===== src/rtl/jtag_pkg.sv =====
// Shared types and constants for the JTAG TAP front end.
//   tap_state_t : the 16 IEEE 1149.1 TAP controller states, encodings 0..15
//   dr_sel_t    : which data register the active instruction routes to TDI/TDO
//   IDCODE_LEN  : length of the IDCODE data register
//   INSTR_BYPASS / INSTR_ABORT : fixed 4-bit opcodes that always decode to BYPASS
package jtag_pkg;

  typedef enum logic [3:0] {
    TEST_LOGIC_RESET = 4'd0,
    RUN_TEST_IDLE    = 4'd1,
    SELECT_DR_SCAN   = 4'd2,
    CAPTURE_DR       = 4'd3,
    SHIFT_DR         = 4'd4,
    EXIT1_DR         = 4'd5,
    PAUSE_DR         = 4'd6,
    EXIT2_DR         = 4'd7,
    UPDATE_DR        = 4'd8,
    SELECT_IR_SCAN   = 4'd9,
    CAPTURE_IR       = 4'd10,
    SHIFT_IR         = 4'd11,
    EXIT1_IR         = 4'd12,
    PAUSE_IR         = 4'd13,
    EXIT2_IR         = 4'd14,
    UPDATE_IR        = 4'd15
  } tap_state_t;

  typedef enum logic [1:0] {
    SEL_BYPASS = 2'd0,
    SEL_IDCODE = 2'd1,
    SEL_USER   = 2'd2
  } dr_sel_t;

  localparam int         IDCODE_LEN   = 32;
  localparam logic [3:0] INSTR_BYPASS = 4'b1111;
  localparam logic [3:0] INSTR_ABORT  = 4'b1000;

endpackage


===== src/rtl/jtag_tap_fsm.sv =====
// IEEE 1149.1 TAP controller state machine.
//   clk_tck    in  : TCK, all state changes on posedge
//   reset      in  : synchronous active-high, forces TEST_LOGIC_RESET
//   enable     in  : clock qualifier, 0 = state holds
//   tms        in  : test mode select
//   state      out : current TAP state (also the debug view of the FSM)
//   capture_ir, shift_ir, update_ir,
//   capture_dr, shift_dr, update_dr,
//   in_reset   out : one-hot decodes of the current state
module jtag_tap_fsm
  import jtag_pkg::*;
(
  input  logic       clk_tck,
  input  logic       reset,
  input  logic       enable,
  input  logic       tms,
  output tap_state_t state,
  output logic       capture_ir,
  output logic       shift_ir,
  output logic       update_ir,
  output logic       capture_dr,
  output logic       shift_dr,
  output logic       update_dr,
  output logic       in_reset
);

  tap_state_t state_next;

  always_ff @(posedge clk_tck) begin
    if (reset) begin
      state <= TEST_LOGIC_RESET;
    end else if (enable) begin
      state <= state_next;
    end
  end

  always_comb begin
    state_next = state;
    case (state)
      TEST_LOGIC_RESET: state_next = tms ? TEST_LOGIC_RESET : RUN_TEST_IDLE;
      RUN_TEST_IDLE:    state_next = tms ? SELECT_DR_SCAN   : RUN_TEST_IDLE;
      SELECT_DR_SCAN:   state_next = tms ? SELECT_IR_SCAN   : CAPTURE_DR;
      CAPTURE_DR:       state_next = tms ? EXIT1_DR         : SHIFT_DR;
      SHIFT_DR:         state_next = tms ? EXIT1_DR         : SHIFT_DR;
      EXIT1_DR:         state_next = tms ? UPDATE_DR        : PAUSE_DR;
      PAUSE_DR:         state_next = tms ? EXIT2_DR         : PAUSE_DR;
      EXIT2_DR:         state_next = tms ? UPDATE_DR        : SHIFT_DR;
      UPDATE_DR:        state_next = tms ? SELECT_DR_SCAN   : RUN_TEST_IDLE;
      SELECT_IR_SCAN:   state_next = tms ? TEST_LOGIC_RESET : CAPTURE_IR;
      CAPTURE_IR:       state_next = tms ? EXIT1_IR         : SHIFT_IR;
      SHIFT_IR:         state_next = tms ? EXIT1_IR         : SHIFT_IR;
      EXIT1_IR:         state_next = tms ? UPDATE_IR        : PAUSE_IR;
      PAUSE_IR:         state_next = tms ? EXIT2_IR         : PAUSE_IR;
      EXIT2_IR:         state_next = tms ? UPDATE_IR        : SHIFT_IR;
      UPDATE_IR:        state_next = tms ? SELECT_DR_SCAN   : RUN_TEST_IDLE;
      default:          state_next = TEST_LOGIC_RESET;
    endcase
  end

  always_comb begin
    capture_ir = (state == CAPTURE_IR);
    shift_ir   = (state == SHIFT_IR);
    update_ir  = (state == UPDATE_IR);
    capture_dr = (state == CAPTURE_DR);
    shift_dr   = (state == SHIFT_DR);
    update_dr  = (state == UPDATE_DR);
    in_reset   = (state == TEST_LOGIC_RESET);
  end

endmodule


===== src/rtl/jtag_tap.sv =====
// JTAG TAP: FSM, instruction register and IDCODE / USER / BYPASS data registers.
//   clk_tck        in  : TCK, sole clock
//   reset          in  : synchronous active-high reset (wins over enable)
//   enable         in  : clock qualifier, 0 = every register holds
//   tms, tdi       in  : serial control and data, sampled on posedge
//   tdo            out : serial data, LSB of the shifting register, 0 when idle
//   tdo_oe         out : 1 in SHIFT_IR / SHIFT_DR
//   ir_value       out : active instruction
//   user_dr_in     in  : parallel value captured into the USER DR
//   user_dr_out    out : value latched from the USER DR in UPDATE_DR
//   user_dr_update out : one-cycle pulse after user_dr_out is written
module jtag_tap
  import jtag_pkg::*;
#(
  parameter int                  IR_WIDTH     = 4,
  parameter int                  DR_WIDTH     = 8,
  parameter logic [31:0]         IDCODE_VAL   = 32'h000F_AF01,
  parameter logic [IR_WIDTH-1:0] INSTR_IDCODE = 4'b1110,
  parameter logic [IR_WIDTH-1:0] INSTR_USER   = 4'b1010
) (
  input  logic                clk_tck,
  input  logic                reset,
  input  logic                enable,
  input  logic                tms,
  input  logic                tdi,
  output logic                tdo,
  output logic                tdo_oe,
  output logic [IR_WIDTH-1:0] ir_value,
  input  logic [DR_WIDTH-1:0] user_dr_in,
  output logic [DR_WIDTH-1:0] user_dr_out,
  output logic                user_dr_update
);

  // Mandatory IR capture pattern: ...0001, so the host sees 1 then 0 first.
  localparam logic [IR_WIDTH-1:0] IR_CAPTURE = IR_WIDTH'(1);

  tap_state_t tap_state;
  logic       capture_ir, shift_ir, update_ir;
  logic       capture_dr, shift_dr, update_dr, in_reset;

  logic [IR_WIDTH-1:0]   ir_shift;
  logic [IDCODE_LEN-1:0] idcode_shift;
  logic [DR_WIDTH-1:0]   user_shift;
  logic                  bypass_bit;
  logic                  upd_q;
  dr_sel_t               dr_sel;

  jtag_tap_fsm u_fsm (
    .clk_tck    (clk_tck),
    .reset      (reset),
    .enable     (enable),
    .tms        (tms),
    .state      (tap_state),
    .capture_ir (capture_ir),
    .shift_ir   (shift_ir),
    .update_ir  (update_ir),
    .capture_dr (capture_dr),
    .shift_dr   (shift_dr),
    .update_dr  (update_dr),
    .in_reset   (in_reset)
  );

  // Unknown opcodes (ABORT included) fall through to BYPASS.
  always_comb begin
    dr_sel = SEL_BYPASS;
    if (ir_value == INSTR_IDCODE) begin
      dr_sel = SEL_IDCODE;
    end else if (ir_value == INSTR_USER) begin
      dr_sel = SEL_USER;
    end
  end

  always_ff @(posedge clk_tck) begin
    if (reset) begin
      ir_value     <= INSTR_IDCODE;
      ir_shift     <= '0;
      idcode_shift <= '0;
      user_shift   <= '0;
      bypass_bit   <= 1'b0;
      user_dr_out  <= '0;
      upd_q        <= 1'b0;
    end else if (!enable) begin
      upd_q <= 1'b0;
    end else begin
      upd_q <= update_dr && (dr_sel == SEL_USER);

      if (in_reset) begin
        ir_value <= INSTR_IDCODE;
      end else if (update_ir) begin
        ir_value <= ir_shift;
      end

      if (capture_ir) begin
        ir_shift <= IR_CAPTURE;
      end else if (shift_ir) begin
        ir_shift <= {tdi, ir_shift[IR_WIDTH-1:1]};
      end

      if (capture_dr) begin
        case (dr_sel)
          SEL_IDCODE: idcode_shift <= IDCODE_VAL;
          SEL_USER:   user_shift   <= user_dr_in;
          default:    bypass_bit   <= 1'b0;
        endcase
      end else if (shift_dr) begin
        case (dr_sel)
          SEL_IDCODE: idcode_shift <= {tdi, idcode_shift[IDCODE_LEN-1:1]};
          // Written as a shift/or so a 1-bit USER register stays legal.
          SEL_USER:   user_shift   <= (user_shift >> 1) | (DR_WIDTH'(tdi) << (DR_WIDTH - 1));
          default:    bypass_bit   <= tdi;
        endcase
      end

      if (update_dr && (dr_sel == SEL_USER)) begin
        user_dr_out <= user_shift;
      end
    end
  end

  always_comb begin
    tdo = 1'b0;
    if (shift_ir) begin
      tdo = ir_shift[0];
    end else if (shift_dr) begin
      case (dr_sel)
        SEL_IDCODE: tdo = idcode_shift[0];
        SEL_USER:   tdo = user_shift[0];
        default:    tdo = bypass_bit;
      endcase
    end
  end

  assign tdo_oe         = (tap_state == SHIFT_IR) || (tap_state == SHIFT_DR);
  assign user_dr_update = upd_q & enable;

endmodule


===== config.mk =====
export PLATFORM = sky130hd
export DESIGN_NAME = jtag_tap
export DESIGN_NICKNAME = d
export VERILOG_FILES = /design/src/rtl/jtag_pkg.sv /design/src/rtl/jtag_tap_fsm.sv /design/src/rtl/jtag_tap.sv
export SDC_FILE = /design/constraint.sdc
export NUM_CORES = 1
export LEC_CHECK = 0
export CAP_MARGIN = 5
export CORE_MARGIN = 3
export CORE_UTILIZATION = 45
export DETAILED_ROUTE_END_ITERATION = 6
export PLACE_DENSITY = 0.72
export SYNTH_ARGS = -nofsm -noshare
export SYNTH_HDL_FRONTEND = slang
export SYNTH_HIERARCHICAL = 1
export SYNTH_SLANG_ARGS = --single-unit

===== constraint.sdc =====
create_clock -name clk_tck -period 2 [get_ports clk_tck]
set_clock_uncertainty 0.05 [all_clocks]
set_input_delay 0.4 -clock clk_tck [delete_from_list [all_inputs] [get_ports clk_tck]]
set_output_delay 0.4 -clock clk_tck [all_outputs]
set_load 0.005 [all_outputs]

==> flow_summary.ini, run 1 <==
[setup_path]
crit_buf_inv = 1
required_ps = 1550
path_cells = or4b_4 > nand2_1 > clkdlybuf4s15_2
path_depth = 3
cpPeakStageDelay_ps = 520
r2r_cells = 9
critPathSlowestCell = or4b_4
path_max_fanout = 5
critPathTopFamily = simple AND/OR/NAND/NOR gates
end_kind = output pin
r2r_end = idcode_shift[27]$_SDFFE_PP0P_
reg2reg_from = u_fsm/state[0]$_SDFFE_PP0P_
path_class = flop to output pin
arrival_ps = 1490
cp-start-kind = flop
rrSetupSlack_ps = 150

[drt]
dr_wl_met3_um = 232
drc = 0
wl_per_cell_um = 14.48
antenna_left = 0
first_pass_iters = 4
wl_met2_um = 3237
vias = 2602
finalWirelength_um = 6733
top_layer = met4
routedLengthMet1_um = 3210
vias_per_cell = 5.596
drt-initial-drc-count = 112

[synth]
synth-main-ff-cell = dfxtp_1
syn_area_um2 = 3149
ys_seq_area_share_pct = 39.41
synthCells = 333
avgSynthCellArea_um2 = 9.457
synth_area_leaders = dfxtp_1 (39%), mux2i_1 (8.6%), a311o_1 (5.1%), nand2b_1 (4.8%), o41ai_1 (4.4%)
synth.top_cell.area_share_pct = 39.41
synth_cell_type_count = 54
synth-async-reset-ratio_pct = 0
synth.largest_area_cell = dfxtp_1
synth_edf_count = 0
ys_ff_latch = 62
syn-num-nets = 346
synth_warnings = 6

[worst_hold_path]
hold_class = input port to flop
min_from = reset
worstHoldEndpoint = upd_q$_SDFF_PP0_
min_path_cells = 2

[clocking]
clk_pin_slew_ps = 70
htreeDepth = 3
cts_max_path_buffers = 2
clock-sinks = 62
clk_latency_ps = 340
hold_buffers = 0
numCtsBuffers = 9
tritoncts = yes
root_buffer = clkbuf_8

[layout]
nets = 380
fin_area_um2 = 3830
multi_input_area_um2 = 1622
register_area_um2 = 1247
layout_commonest_cell = dfxtp_1
area_growth_pct = 21.61
diodes = 0
n_fill_cell = 561
final_cell_mix = dfxtp_1 (59), buf_4 (33), mux2i_1 (27)
drive_gt1_share_pct = 24.19

[place]
io_buffers = 27
post-dp-hpwl_um = 4447
place.gp.congestion = 0.8395
place_area_um2 = 3563
dp_slack_ps = -105.9

[global_routing]
grt_max_degree = 34
grt.total_usage_pct = 18.24
antenna_found_initial = 0
grt_pass1_vias = 2500
grt_pass1_wl_um = 11570
grt-ovfl-total = 0

[timing]
slew_headroom_pct = 66.89
hold_viol = 0
worst_slew_pin_slew_ps = 491.5
fmax_mhz = 514.2
period_needed_ps = 1945
setup_slack_ps = 55.34
fin_crit_sh_pct = 97.23
rsz0062_at_grt = yes
slew_viol_final = 0
setup_viol = 0

[die]
ios = 28
die-area_um2 = 8038
start_util_pct = 47.95
rows = 29
die-height_um = 89.66
die_x_um = 89.66
core_um2 = 6568

[power]
max-vdd-ir-drop_mv = 0.3908
p_leak_nw = 1.350
p_per_area_nw_per_um2 = 687.5

[job]
cap_violations = 0

[run_status]
outcome = completed
==> registers in the layout, indices dropped and copies added, names as in the netlist <==
signal        flops
ir_value          4
ir_shift          4
user_shift        8
bypass_bit        1
user_dr_out       8
idcode_shift     32
upd_q             1
u_fsm/state       4
==> what timing repair did <==
| item | in CTS | in global routing |
|---|---|---|
| cloned | 0 | 0 |
| hold endpoints to repair | 0 | 0 |
| buffers inserted | 2 | 0 |
| endpoints found under the setup margin | 4 | 8 |
| pin swaps | 3 | 1 |
| resized for setup | 16 | 2 |
==> metal layers <==
metal | GRT usage, % | up-vias
li1 | - | 1289
met1 | 24.04 | 1271
met2 | 29.85 | 37
met3 | 4.288 | 5
met4 | 5.142 | 0
met5 | 0 | -
==> power by group <==
group	switching (mW)	internal (mW)	total (mW)
clock	0.528	0.705	1.23
sequential	0.00569	1.24	1.24
combinational	0.0816	0.0741	0.156
==> how the worst max path moves through the flow <==
stage	start	end
2_1_floorplan	u_fsm/state[0]$_SDFFE_PP0P_	user_shift[0]$_SDFFE_PP0P_
5_1_grt	u_fsm/state[1]$_SDFFE_PP0P_	tdo
4_1_cts	u_fsm/state[1]$_SDFFE_PP0P_	tdo_oe
6_report	u_fsm/state[1]$_SDFFE_PP0P_	tdo_oe
3_3_place_gp	u_fsm/state[1]$_SDFFE_PP0P_	tdo_oe
3_5_place_dp	u_fsm/state[0]$_SDFFE_PP0P_	tdo
==> cell families (layout without fill, tap and decap cells) <==
group | count (synthesis) | count (layout) | synth area share (%)
buffers and inverters | 63 | 102 | 10.13
and+or+nand+nor | 90 | 90 | 17.12
DFF | 62 | 62 | 39.41
AOI/OAI and AO/OA | 90 | 90 | 24.47
xor gates and xnor gates | 1 | 1 | 0.2782
muxes | 27 | 27 | 8.582
==> cell usage after synthesis, drive strengths merged (3+ instances only) <==
library cell  number
a21oi              5
clkbuf            16
nand4b             4
nand2b            24
a31oi             11
or2                8
dfxtp             62
nor3               5
nor2              18
a311o             16
buf               22
or3b               3
a22oi              3
o22ai              4
o41ai             16
inv               25
o31ai              3
o21a               3
a211oi            13
nand2              9
mux2i             27
o21ai              7
nand3b             3
==> layout make-up <==
| cell class | count | share of cell area (%) |
|---|---|---|
| inverter | 25 | 2.450 |
| clock inverter | 7 | 2.581 |
| tap | 93 | 3.038 |
| multi-input combinational | 208 | 42.34 |
| timing repair buffer | 61 | 13.79 |
| sequential | 62 | 32.57 |
| clock buffer | 9 | 3.234 |
==> metrics by stage <==
stage | TNS (ps) | util (%) | std cells | total power, mW | hold slack (ps)
after floorplan | 0 | - | 333 | 1.364 | 394.8
after global placement | -7.679 | 54.26 | 447 | 1.422 | 405.9
after detailed placement | -144.7 | 54.26 | 447 | 1.424 | 407.6
after CTS | 0 | 58.18 | 465 | 2.657 | 392.3
after global routing | -14.31 | 58.32 | 465 | 2.725 | 416.2
final | 0 | 58.32 | 465 | 2.633 | 406.2
Note: power is estimated with default switching activity, not from simulation.
==> run 2: changes to the inputs <==
- ABC_AREA: unset -> 1
==> run 2 against run 1 <==
Effect of this change:
- final cell count rose by 29%
- die area rose by 0.26%
- area after synthesis rose by 0.28%
- register-to-register slack improved by 40 ps
- critical path depth rose by 1
- cell area fell by 1.6%
- hold slack improved by 5.6 ps
- non-clock buffer count fell by 15
- count of clock-buffer cells in the layout rose by 1
- sequential power barely moved
==> flow_summary.ini, run 2 <==
[layout]
final_cell_mix = nand2_1 (112), nor2_1 (67), nand3_1 (59)
n_fill_cell = 647
largest_register_ffs = 32
nets = 515
register_area_um2 = 1250
multi_input_area_um2 = 1603
drive_gt1_share_pct = 13.41
layout_commonest_cell = nand2_1
regMostFlops = idcode_shift
reg_top3 = idcode_shift (32), user_dr_out (8), user_shift (8)
stdcell_count = 600
area_growth_pct = 19.29
diodes = 0

[place]
place.gp.congestion = 0.8248
dp_slack_ps = 76.36
dp.cells = 584
io_buffers = 27
post-dp-hpwl_um = 4468

[setup_path]
path_class = input port to output pin
r2r_cells = 11
arrival_ps = 1460
cpPeakStageDelay_ps = 480
end_kind = output pin
critPathTopFamily = buffers and inverters
reg2reg_from = u_fsm/state[3]$_SDFFE_PP0P_
required_ps = 1550
cp_common_cell = clkdlybuf4s50_1
r2r_end = idcode_shift[21]$_SDFFE_PP0P_
critPathSlowestCell = clkdlybuf4s50_1
path_cells = clkdlybuf4s50_1 > nand2_1 > inv_1 > clkdlybuf4s50_1
cp-start-kind = input port
crit_buf_inv = 3
path_max_fanout = 2
rrSetupSlack_ps = 190

[die]
rows = 29
die-area_um2 = 8059
core_um2 = 6568
start_util_pct = 48.09
die-height_um = 89.77
ios = 28
die_x_um = 89.77

[synth]
syn-num-nets = 487
avgSynthCellArea_um2 = 6.663
synth_area_leaders = dfxtp_1 (39%), nand2_1 (13%), nand3_1 (9.4%), a21oi_1 (9.0%), nor2_1 (8.2%)
synthCells = 474
synth.top_cell.area_share_pct = 39.30
yosysMostFrequentCell = nand2_1
synth_warnings = 6
ys_seq_area_share_pct = 39.30
synth_edf_count = 0
synth.largest_area_cell = dfxtp_1
synthTopCellsByCount = nand2_1 (112), nor2_1 (69), dfxtp_1 (62)
synth_cell_type_count = 31
synth-async-reset-ratio_pct = 0
syn_area_um2 = 3158
ys_ff_latch = 62
synth-main-ff-cell = dfxtp_1

[drt]
vias_per_cell = 4.917
finalWirelength_um = 6622
wl_per_cell_um = 11.04
first_pass_iters = 4
vias = 2950
drc = 0
antenna_left = 0
drt-initial-drc-count = 130

[clocking]
numCtsBuffers = 9
hold_buffers = 0
clock-sinks = 62
clk_pin_slew_ps = 70
tritoncts = yes
post_cts.repair.setup_buffers = 0
cts_max_path_buffers = 2
clk_latency_ps = 340
root_buffer = clkbuf_8
htreeDepth = 3

[power]
p_total_mw = 2.708
combPwrFrac_pct = 11.6
p_per_area_nw_per_um2 = 718.9
p_seq_share_pct = 46.8
power.internal_mw = 1.977
max-vdd-ir-drop_mv = 0.4451
switching_share_pct = 27.02
p_leak_nw = 1.468
power_frac_clock_pct = 41.6
switching_power_mw = 0.7318

[run_status]
outcome = completed

[timing]
rsz0062_at_grt = no
period_needed_ps = 1910
fin_crit_sh_pct = 95.48
slew_headroom_pct = 75.07
setup_slack_ps = 90.49
worst_slew_pin_slew_ps = 373.9
setup_viol = 0
slew_viol_final = 0
hold_viol = 0
fmax_mhz = 523.7

[global_routing]
grt_pass1_vias = 2614
grt_pass1_wl_um = 11540
grt-ovfl-total = 0
grt_max_degree = 45
grt.total_usage_pct = 17.02
antenna_found_initial = 0

[job]
cap_violations = 0

[worst_hold_path]
min_from = user_dr_out[4]$_SDFFE_PP0P_
hold_class = flop to flop
worstHoldEndpoint = user_dr_out[4]$_SDFFE_PP0P_
min_path_cells = 2
run 2: logic make-up (layout without fill, tap and decap cells):
family,Yosys count,in the layout,synth area share [%]
flops,62,62,39.30
buf+inv,65,98,10.26
simple gates,260,260,35.38
compound gates,87,87,15.06
run 2: worst max path at each step:
| stage | startpoint | cells past startpoint | to | slack, ps |
|---|---|---|---|---|
| final | enable | 4 | user_dr_update | 90 |
| after global routing | enable | 4 | user_dr_update | 30 |
| after CTS | u_fsm/state[3]$_SDFFE_PP0P_ | 8 | tdo | -170 |
| after detailed placement | enable | 4 | user_dr_update | 80 |
| after global placement | enable | 4 | user_dr_update | 100 |
| after floorplan | u_fsm/state[2]$_SDFFE_PP0P_ | 8 | idcode_shift[4]$_SDFFE_PP0P_ | 460 |
run 2: metrics by stage:
stage	setup TNS (ps)	utilization, %	area, µm²	hold WS (ps)
6_report	0	57.36	3767	411.7
5_1_grt	0	57.36	3767	426.4
4_1_cts	-165.8	57.29	3762	413.7
3_5_place_dp	0	53.90	3540	401.4
3_3_place_gp	0	53.90	3540	399.2
2_1_floorplan	0	-	3158	388.0
run 2: worst register-to-register path, stage by stage, from the launching register on:
cell and delay, ps:
dfxtp_1 320, buf_4 150, nor2_1 200, nand2_1 110, inv_1 160, buf_12 170, inv_1 60, buf_4 200
nand2_1 90, nand3_1 80, nand2_1 80, nor2_1 40
run 2: power groups by stage:
stage          combinational, mW  clock (mW)  sequential [mW]
2_1_floorplan              0.246           0             1.29
3_3_place_gp               0.310           0             1.30
3_5_place_dp               0.311           0             1.29
4_1_cts                    0.313        1.16             1.27
5_1_grt                    0.352        1.21             1.27
6_report                   0.315        1.13             1.27
run 2: timing repair:
item	in CTS	in global routing
gates resized for setup	9	2
pin swaps	0	1
setup endpoints to repair	2	1
run 2: layer usage:
metal	part of all wire, %	routed length [µm]	GRT usage (%)
met5	0	0	0
met4	1.6	104	7.918
met3	3.7	242	3.589
met2	47	3099	27.88
met1	48	3175	21.47
run 2: area by class of cell:
class                   count  share of cell area, %
multi-input cells         347                  42.54
flip-flops and latches     62                  33.18
repair buffers             46                  11.99
inverters                  36                  3.686
clock buffers              10                  3.653
well taps                  93                  3.089
clock inverters             6                  1.860
